[config.mk]
export PLATFORM = sky130hd
export DESIGN_NAME = bcedn_pool_index_writer_flat
export DESIGN_NICKNAME = d
export VERILOG_FILES = /design/src/rtl/bcedn_pkg.sv /design/src/rtl/bcedn_pool_index_writer_if.sv /design/src/rtl/pool_argmax_lane.sv /design/src/rtl/bcedn_pool_index_writer.sv /design/src/flat_wrapper.sv
export SDC_FILE = /design/constraint.sdc
export NUM_CORES = 2
export LEC_CHECK = 0
export CAP_MARGIN = 20
export CORE_MARGIN = 1
export CORE_UTILIZATION = 40
export CTS_CLUSTER_DIAMETER = 150
export DETAILED_ROUTE_END_ITERATION = 10
export PLACE_DENSITY = 0.66
export SLEW_MARGIN = 30
export SYNTH_ARGS = -nofsm -noshare
export SYNTH_HDL_FRONTEND = slang
export SYNTH_SLANG_ARGS = --single-unit
[constraint.sdc]
create_clock -name clk -period 8.5 [get_ports clk]
set_clock_uncertainty 0.15 [all_clocks]
set_input_delay 1.7 -clock clk [delete_from_list [all_inputs] [get_ports clk]]
set_output_delay 1.7 -clock clk [all_outputs]
set_load 0.005 [all_outputs]
[src/rtl/bcedn_pkg.sv]
// Shared definitions for the encoder pooling index path and the decoder unpool mux.
package bcedn_pkg;

   // Pool window position encoding, shared with the decoder unpool mux.
   typedef enum logic [1:0] {
      POS_TL = 2'd0,
      POS_TR = 2'd1,
      POS_BL = 2'd2,
      POS_BR = 2'd3
   } pool_pos_e;

   typedef enum logic {
      IDLE = 1'b0,
      RUN  = 1'b1
   } state_e;

   // Width of one pooling index; a 1x1 window still carries one (always zero) bit.
   function automatic int unsigned pindex_width(input int unsigned npos);
      return (npos > 1) ? $clog2(npos) : 1;
   endfunction

endpackage

[src/rtl/bcedn_pool_index_writer_if.sv]
// Score/threshold input bus and index-SRAM / packed-word output bus of the index writer.
interface bcedn_pool_index_writer_if
   import bcedn_pkg::*;
#(
   parameter int unsigned H             = 32,
   parameter int unsigned W             = 128,
   parameter int unsigned D             = 512,
   parameter int unsigned FH            = 3,
   parameter int unsigned FW            = 3,
   parameter int unsigned FD            = 512,
   parameter int unsigned N_PE          = 1,
   parameter int unsigned POOL_H        = 2,
   parameter int unsigned POOL_W        = 2,
   parameter int unsigned NORMREF_WIDTH = 15
);
   localparam int unsigned SCORE_W          = $clog2(FH*FW*D+1);
   localparam int unsigned NPOS             = POOL_H*POOL_W;
   localparam int unsigned PINDEX_WIDTH     = pindex_width(NPOS);
   localparam int unsigned GROUPS           = FD/N_PE;
   localparam int unsigned INDEX_SRAM_DEPTH = (H/POOL_H)*(W/POOL_W)*GROUPS;
   localparam int unsigned INDEX_ADDR_WIDTH = (INDEX_SRAM_DEPTH > 1) ? $clog2(INDEX_SRAM_DEPTH) : 1;

   logic                               start;
   logic                               in_en;
   logic [N_PE*NPOS*SCORE_W-1:0]       score_in;
   logic [N_PE*NORMREF_WIDTH-1:0]      norm_ref;
   logic                               pindex_wr;
   logic [INDEX_ADDR_WIDTH-1:0]        pindex_wr_addr;
   logic [PINDEX_WIDTH*N_PE-1:0]       pindex_wr_data;
   logic [FD-1:0]                      data_out;
   logic                               out_en;
   logic                               frame_done;
   logic                               busy;

   modport master (
      output start, in_en, score_in, norm_ref,
      input  pindex_wr, pindex_wr_addr, pindex_wr_data, data_out, out_en, frame_done, busy
   );

   modport slave (
      input  start, in_en, score_in, norm_ref,
      output pindex_wr, pindex_wr_addr, pindex_wr_data, data_out, out_en, frame_done, busy
   );

endinterface

[src/rtl/pool_argmax_lane.sv]
// One PE lane: max and argmax over the pool window, and binarisation against the lane threshold.
module pool_argmax_lane
   import bcedn_pkg::*;
#(
   parameter int unsigned NPOS          = 4,
   parameter int unsigned SCORE_W       = 4,
   parameter int unsigned NORMREF_WIDTH = 15,
   parameter int unsigned PINDEX_WIDTH  = 2
) (
   input  logic [NPOS*SCORE_W-1:0]  scores_i,
   input  logic [NORMREF_WIDTH-1:0] norm_ref_i,
   output logic [PINDEX_WIDTH-1:0]  argmax_c_o,
   output logic                     pool_bit_c_o
);
   localparam int unsigned CMP_W = (SCORE_W > NORMREF_WIDTH) ? SCORE_W : NORMREF_WIDTH;

   logic [SCORE_W-1:0] max_c;
   logic [SCORE_W-1:0] cand_c;

   // Strict compare keeps the lowest position on ties; position 0 (TL) sits in the MSBs.
   always_comb begin
      max_c      = scores_i[(NPOS-1)*SCORE_W +: SCORE_W];
      argmax_c_o = PINDEX_WIDTH'(POS_TL);
      cand_c     = '0;
      for (int p = 1; p < NPOS; p++) begin
         cand_c = scores_i[(NPOS-1-p)*SCORE_W +: SCORE_W];
         if (cand_c > max_c) begin
            max_c      = cand_c;
            argmax_c_o = PINDEX_WIDTH'(p);
         end
      end
      pool_bit_c_o = (CMP_W'(max_c) >= CMP_W'(norm_ref_i));
   end

endmodule

[src/rtl/bcedn_pool_index_writer.sv]
// Encoder max-pool index writer: argmax indices to the index SRAM, pooled bits packed into FD-wide words.
module bcedn_pool_index_writer
   import bcedn_pkg::*;
#(
   parameter int unsigned H             = 32,
   parameter int unsigned W             = 128,
   parameter int unsigned D             = 512,
   parameter int unsigned FH            = 3,
   parameter int unsigned FW            = 3,
   parameter int unsigned FD            = 512,
   parameter int unsigned N_PE          = 1,
   parameter int unsigned POOL_H        = 2,
   parameter int unsigned POOL_W        = 2,
   parameter int unsigned NORMREF_WIDTH = 15
) (
   input  logic                       clk,
   input  logic                       rst,
   bcedn_pool_index_writer_if.slave   bus_if
);
   localparam int unsigned SCORE_W          = $clog2(FH*FW*D+1);
   localparam int unsigned NPOS             = POOL_H*POOL_W;
   localparam int unsigned PINDEX_WIDTH     = pindex_width(NPOS);
   localparam int unsigned GROUPS           = FD/N_PE;
   localparam int unsigned INDEX_SRAM_DEPTH = (H/POOL_H)*(W/POOL_W)*GROUPS;
   localparam int unsigned INDEX_ADDR_WIDTH = (INDEX_SRAM_DEPTH > 1) ? $clog2(INDEX_SRAM_DEPTH) : 1;
   localparam int unsigned GROUP_W          = (GROUPS > 1) ? $clog2(GROUPS) : 1;
   localparam int unsigned LANE_W           = NPOS*SCORE_W;

   localparam logic [INDEX_ADDR_WIDTH-1:0] LAST_ADDR  = INDEX_ADDR_WIDTH'(INDEX_SRAM_DEPTH-1);
   localparam logic [GROUP_W-1:0]          LAST_GROUP = GROUP_W'(GROUPS-1);

   state_e                          state_q, state_d;
   logic [INDEX_ADDR_WIDTH-1:0]     addr_q, addr_d;
   logic [GROUP_W-1:0]              group_q, group_d;
   logic [FD-1:0]                   pack_q, pack_d;
   logic [FD-1:0]                   data_out_q, data_out_d;
   logic                            wr_q, wr_d;
   logic [INDEX_ADDR_WIDTH-1:0]     wr_addr_q, wr_addr_d;
   logic [PINDEX_WIDTH*N_PE-1:0]    wr_data_q, wr_data_d;
   logic                            out_en_q, out_en_d;
   logic                            done_q, done_d;
   logic                            busy_q, busy_d;

   logic [PINDEX_WIDTH*N_PE-1:0]    lane_idx_c;
   logic [N_PE-1:0]                 lane_bits_c;
   logic [FD-1:0]                   full_word_c;

   // Per-lane argmax/threshold; lane 0 occupies the MSBs of every lane-packed vector.
   for (genvar l = 0; l < N_PE; l++) begin : g_lane
      pool_argmax_lane #(
         .NPOS          (NPOS),
         .SCORE_W       (SCORE_W),
         .NORMREF_WIDTH (NORMREF_WIDTH),
         .PINDEX_WIDTH  (PINDEX_WIDTH)
      ) u_lane (
         .scores_i     (bus_if.score_in[(N_PE-1-l)*LANE_W +: LANE_W]),
         .norm_ref_i   (bus_if.norm_ref[(N_PE-1-l)*NORMREF_WIDTH +: NORMREF_WIDTH]),
         .argmax_c_o   (lane_idx_c[(N_PE-1-l)*PINDEX_WIDTH +: PINDEX_WIDTH]),
         .pool_bit_c_o (lane_bits_c[N_PE-1-l])
      );
   end

   // Shifting the newest group into the LSBs leaves group 0 in the MSBs after GROUPS shifts.
   assign full_word_c = FD'({pack_q, lane_bits_c});

   // Next-state and output decode; start always wins over in_en.
   always_comb begin
      state_d    = state_q;
      addr_d     = addr_q;
      group_d    = group_q;
      pack_d     = pack_q;
      data_out_d = data_out_q;
      wr_d       = 1'b0;
      wr_addr_d  = wr_addr_q;
      wr_data_d  = wr_data_q;
      out_en_d   = 1'b0;
      done_d     = 1'b0;

      case (state_q)
         IDLE: begin
            if (bus_if.start) begin
               state_d = RUN;
               addr_d  = '0;
               group_d = '0;
            end
         end
         RUN: begin
            if (bus_if.start) begin
               addr_d  = '0;
               group_d = '0;
            end else if (bus_if.in_en) begin
               wr_d      = 1'b1;
               wr_addr_d = addr_q;
               wr_data_d = lane_idx_c;
               pack_d    = full_word_c;
               if (group_q == LAST_GROUP) begin
                  group_d    = '0;
                  data_out_d = full_word_c;
                  out_en_d   = 1'b1;
               end else begin
                  group_d = group_q + GROUP_W'(1);
               end
               if (addr_q == LAST_ADDR) begin
                  addr_d  = '0;
                  done_d  = 1'b1;
                  state_d = IDLE;
               end else begin
                  addr_d = addr_q + INDEX_ADDR_WIDTH'(1);
               end
            end
         end
         default: state_d = IDLE;
      endcase

      busy_d = (state_d == RUN);
   end

   // State, counters and output registers with synchronous reset.
   always_ff @(posedge clk) begin
      if (rst) begin
         state_q    <= IDLE;
         addr_q     <= '0;
         group_q    <= '0;
         pack_q     <= '0;
         data_out_q <= '0;
         wr_q       <= 1'b0;
         wr_addr_q  <= '0;
         wr_data_q  <= '0;
         out_en_q   <= 1'b0;
         done_q     <= 1'b0;
         busy_q     <= 1'b0;
      end else begin
         state_q    <= state_d;
         addr_q     <= addr_d;
         group_q    <= group_d;
         pack_q     <= pack_d;
         data_out_q <= data_out_d;
         wr_q       <= wr_d;
         wr_addr_q  <= wr_addr_d;
         wr_data_q  <= wr_data_d;
         out_en_q   <= out_en_d;
         done_q     <= done_d;
         busy_q     <= busy_d;
      end
   end

   assign bus_if.pindex_wr      = wr_q;
   assign bus_if.pindex_wr_addr = wr_addr_q;
   assign bus_if.pindex_wr_data = wr_data_q;
   assign bus_if.data_out       = data_out_q;
   assign bus_if.out_en         = out_en_q;
   assign bus_if.frame_done     = done_q;
   assign bus_if.busy           = busy_q;

endmodule
[src/flat_wrapper.sv]
// flat-port wrapper written by rule: the top's interface ports become plain ports
module bcedn_pool_index_writer_flat import bcedn_pkg::*;
#(
   parameter int unsigned H             = 32,
   parameter int unsigned W             = 128,
   parameter int unsigned D             = 512,
   parameter int unsigned FH            = 3,
   parameter int unsigned FW            = 3,
   parameter int unsigned FD            = 512,
   parameter int unsigned N_PE          = 1,
   parameter int unsigned POOL_H        = 2,
   parameter int unsigned POOL_W        = 2,
   parameter int unsigned NORMREF_WIDTH = 15
)
  (clk, rst, bus_if_start, bus_if_in_en, bus_if_score_in, bus_if_norm_ref, bus_if_pindex_wr, bus_if_pindex_wr_addr, bus_if_pindex_wr_data, bus_if_data_out, bus_if_out_en, bus_if_frame_done, bus_if_busy);
  bcedn_pool_index_writer_if #(.H(H), .W(W), .D(D), .FH(FH), .FW(FW), .FD(FD), .N_PE(N_PE), .POOL_H(POOL_H), .POOL_W(POOL_W), .NORMREF_WIDTH(NORMREF_WIDTH)) bus_if_i ();
  input  logic clk;
  input  logic rst;
  input wire logic [$bits(bus_if_i.start)-1:0] bus_if_start;
  input wire logic [$bits(bus_if_i.in_en)-1:0] bus_if_in_en;
  input wire logic [$bits(bus_if_i.score_in)-1:0] bus_if_score_in;
  input wire logic [$bits(bus_if_i.norm_ref)-1:0] bus_if_norm_ref;
  output wire logic [$bits(bus_if_i.pindex_wr)-1:0] bus_if_pindex_wr;
  output wire logic [$bits(bus_if_i.pindex_wr_addr)-1:0] bus_if_pindex_wr_addr;
  output wire logic [$bits(bus_if_i.pindex_wr_data)-1:0] bus_if_pindex_wr_data;
  output wire logic [$bits(bus_if_i.data_out)-1:0] bus_if_data_out;
  output wire logic [$bits(bus_if_i.out_en)-1:0] bus_if_out_en;
  output wire logic [$bits(bus_if_i.frame_done)-1:0] bus_if_frame_done;
  output wire logic [$bits(bus_if_i.busy)-1:0] bus_if_busy;
  assign bus_if_i.start = bus_if_start;
  assign bus_if_i.in_en = bus_if_in_en;
  assign bus_if_i.score_in = bus_if_score_in;
  assign bus_if_i.norm_ref = bus_if_norm_ref;
  assign bus_if_pindex_wr = bus_if_i.pindex_wr;
  assign bus_if_pindex_wr_addr = bus_if_i.pindex_wr_addr;
  assign bus_if_pindex_wr_data = bus_if_i.pindex_wr_data;
  assign bus_if_data_out = bus_if_i.data_out;
  assign bus_if_out_en = bus_if_i.out_en;
  assign bus_if_frame_done = bus_if_i.frame_done;
  assign bus_if_busy = bus_if_i.busy;
  bcedn_pool_index_writer #(.H(H), .W(W), .D(D), .FH(FH), .FW(FW), .FD(FD), .N_PE(N_PE), .POOL_H(POOL_H), .POOL_W(POOL_W), .NORMREF_WIDTH(NORMREF_WIDTH)) u_core (.clk(clk), .rst(rst), .bus_if(bus_if_i));
endmodule
==> out/metrics.yaml <==
mostFrequentLayoutCells: "nand2_1 (2112), dfxtp_1 (1076), a21oi_1 (1067)"
viasPerCell: 4.96
yosysWarnings: 0
avgSynthCellArea_um2: 7.81
internal_power_mw: 8.03
grt_pass1_wl_mm: 165
critPathKind: "primary input to register"
dieArea_um2: 98800
htree_levels: 3
grt_max_degree: 240
io_pins: 608
dp_cells: 6546
met3_usage_pct: 5.10
post-cts-setup-buffers: 0
final_common_cell: "nand2_1"
fp.dieH_um: 314
power_frac_comb_pct: 4.4
gr-max-usage-layer: "met2"
final_layout_size_suffix_gt1_share_pct: 4.69
drt_pre_antenna_iters: 5
setup_violations: 0
cts_tree: "built"
regToRegSetupSlack_ps: 5090
synth_fp_nets: 5120
ys_seq_area_share_pct: 55.2
post_drt_wl_per_cell_um: 15.5
layout.cells.non_filler: 6764
swShare_pct: 22.5
clk_latency_ps: 700
cts_root_buf: "clkbuf_16"
fp-row-count: 114
p_clk_share_pct: 46.9
worstPathArrival_ps: 8290
grt_util_all_layers_pct: 20.4
core_area_um2: 96700
die_w_um: 314
relSlewSlack_pct: 26.5
totalWireLength_mm: 105
p_seq_share_pct: 48.7
drt_iter0_drc: 2598
rsz0062_at_grt: "false"
ant_nets: 0
outcome: "complete, no violations"
worst_path_max_delay_cell: "o211ai_1"
portBuffers: 607
r2r_start: "u_core.group_q[0]$_SDFFE_PP0P_"
crit_path_max_incr_delay_ps: 690
fmax_mhz: 127
peakVddDrop_uv: 169
initial_core_util_pct: 40.3
holdPathEnd: "u_core.bus_if.data_out[408]$_SDFFE_PP0P_"
dp_hpwl_mm: 65.4
hold_slack_ps: 288
synth_edf_count: 0
first_global_vias: 30400
max_cap_viol_count: 0
crit_fanout: 13
post-route-period-util_pct: 92.9
ff2ff_path_depth: 10
synthDistinctLibCells: 55
gr-total-overflow: 0
p_leak_nw: 16.2
gp_congestion: 0.851
num_vias: 33600
synth_flop_cell: "dfxtp_1"
syn-cell-area_um2: 39000
cts.clk_slew.worst_paths_ps: 60
final_max_slew_viol_count: 0
cp_common_cell: "a21oi_1"
min_from: "u_core.pack_q[407]$_SDFFE_PP0P_"
area_growth_pct: 27.1
finalCriticalPeriod_ps: 7900
clockBufferDepth: 3
cts_hold_buffers: 0
cts.sink_count: 1076
crit_path_start_kind: "primary input"
hold_depth: 2
timing.final.hold_violations: 0
p_sw_mw: 2.33
worst_pin_slew_ps: 1100
globalRouteMet1Util_pct: 25.5
yosys_register_bits: 1076
cp-end-kind: "register"
antenna_found_initial: 6
synthArstFlopShare_pct: 0
cts_made_buffers: 109
cp.required_ps: 8890
timing.rr.end: "u_core.bus_if.data_out[417]$_SDFFE_PP0P_"
hp-class: "register to register"
use_met2_pct: 33.6
p_per_area_nw_per_um2: 209
syn_inst: 4994
cts_resized: 0
fin_nets: 5515
drcViolationCount: 0
==> state kept, by name, indices dropped and copies added, names as in the netlist <==
name,flops
u_core.state_q,1
u_core.bus_if.out_en,1
u_core.bus_if.pindex_wr_data,2
u_core.bus_if.data_out,512
u_core.bus_if.frame_done,1
u_core.bus_if.pindex_wr,1
u_core.group_q,9
u_core.addr_q,19
u_core.pack_q,511
u_core.bus_if.pindex_wr_addr,19
==> synthesized netlist by cell type, types with 2 or more instances <==
cell type	count	area, um^2
o31ai_2	12	150
nor3_1	8	40.0
a21o_1	8	60.1
nor3b_1	4	30.0
o21a_1	4	30.0
a31oi_1	11	68.8
buf_2	41	205
a311oi_1	2	17.5
o31a_1	2	17.5
nand4_2	2	25.0
a21boi_1	2	15.0
nor2_1	66	248
o32ai_2	9	146
nand3_1	18	90.1
nand4_1	17	106
mux2i_1	15	150
a21oi_1	1067	5340
nand2b_1	2	12.5
buf_6	2	22.5
and3_1	4	25.0
dfxtp_1	1076	21500
buf_4	3	22.5
a32oi_1	2	17.5
o32ai_1	2	17.5
xor2_1	13	114
clkbuf_1	316	1190
o211ai_1	2	15.0
nand2_2	5	31.3
inv_1	45	169
nand2_1	2112	7930
nor2b_1	2	12.5
ha_1	55	688
or3_1	4	25.0
nand3b_1	11	82.6
xnor2_1	8	70.1
o21ai_0	20	100
buf_1	4	15.0
==> worst max path at each step <==
stage          cells past startpoint                start  slack, ps                                     end
2_1_floorplan                     30  bus_if_score_in[46]       1020  u_core.bus_if.data_out[0]$_SDFFE_PP0P_
3_3_place_gp                      30  bus_if_score_in[46]         80  u_core.bus_if.data_out[0]$_SDFFE_PP0P_
3_5_place_dp                      30  bus_if_score_in[46]        -30  u_core.bus_if.data_out[0]$_SDFFE_PP0P_
4_1_cts                           30  bus_if_score_in[46]        710  u_core.bus_if.data_out[0]$_SDFFE_PP0P_
5_1_grt                           30  bus_if_score_in[46]        110  u_core.bus_if.data_out[0]$_SDFFE_PP0P_
6_report                          30  bus_if_score_in[46]        600  u_core.bus_if.data_out[0]$_SDFFE_PP0P_
==> metal layers <==
layer  routed length [um]  vias to the layer above
met4                 3270                        0
met3                 6690                      155
li1                     -                    17000
met2                50700                      724
met1                44500                    15700
met5                    0                        -
==> metrics by stage <==
stage / area (um^2) / total power, mW / setup TNS, ps / utilization (%) / setup WS (ps)
after floorplan: 39000 / 5.48 / 0 / - / 1020
after global placement: 45700 / 5.61 / 0 / 47.2 / 79.4
after detailed placement: 45700 / 5.61 / -36.5 / 47.2 / -25.2
after CTS: 49400 / 10.5 / 0 / 51.1 / 706
after global routing: 49600 / 10.7 / 0 / 51.3 / 105
final: 49600 / 10.4 / 0 / 51.3 / 604
==> worst max-delay path: cells and delay by family <==
family	cells	cell delay, ps
adders and majority gates	4	1230
AOI/OAI and AO/OA	19	4030
muxes	1	200
and+or+nand+nor	2	140
buffers and inverters	4	980
==> power groups by stage <==
stage	combinational (mW)	sequential, mW	clock (mW)
2_1_floorplan	0.321	5.16	0
3_3_place_gp	0.448	5.16	0
3_5_place_dp	0.453	5.16	0
4_1_cts	0.455	5.05	4.97
5_1_grt	0.512	5.04	5.18
6_report	0.458	5.05	4.86
==> cell families (layout without fill, tap and decap cells) <==
group / Yosys count / in the layout / share of synthesized area, %
other: 0 / 6 / 0
multiplexers: 16 / 16 / 0.414
adder cells (fa/ha/maj): 55 / 55 / 1.76
flip-flops: 1076 / 1076 / 55.2
AND/OR/NAND/NOR: 2260 / 2260 / 22.3
XOR/XNOR: 21 / 21 / 0.471
buffers and inverters: 412 / 900 / 4.19
AO/OA/AOI/OAI: 1154 / 1154 / 15.6
==> cell type report <==
class / instances / area, um^2
fill: 9209 / 47100
tap: 1276 / 1600
inverter: 45 / 169
multi-input combinational: 3506 / 15900
clock inverter: 38 / 464
antenna: 6 / 15.0
sequential: 1076 / 21500
clock buffer: 166 / 3230
timing repair buffer: 651 / 6710
No activity file was read; power rests on OpenSTA's default activity.
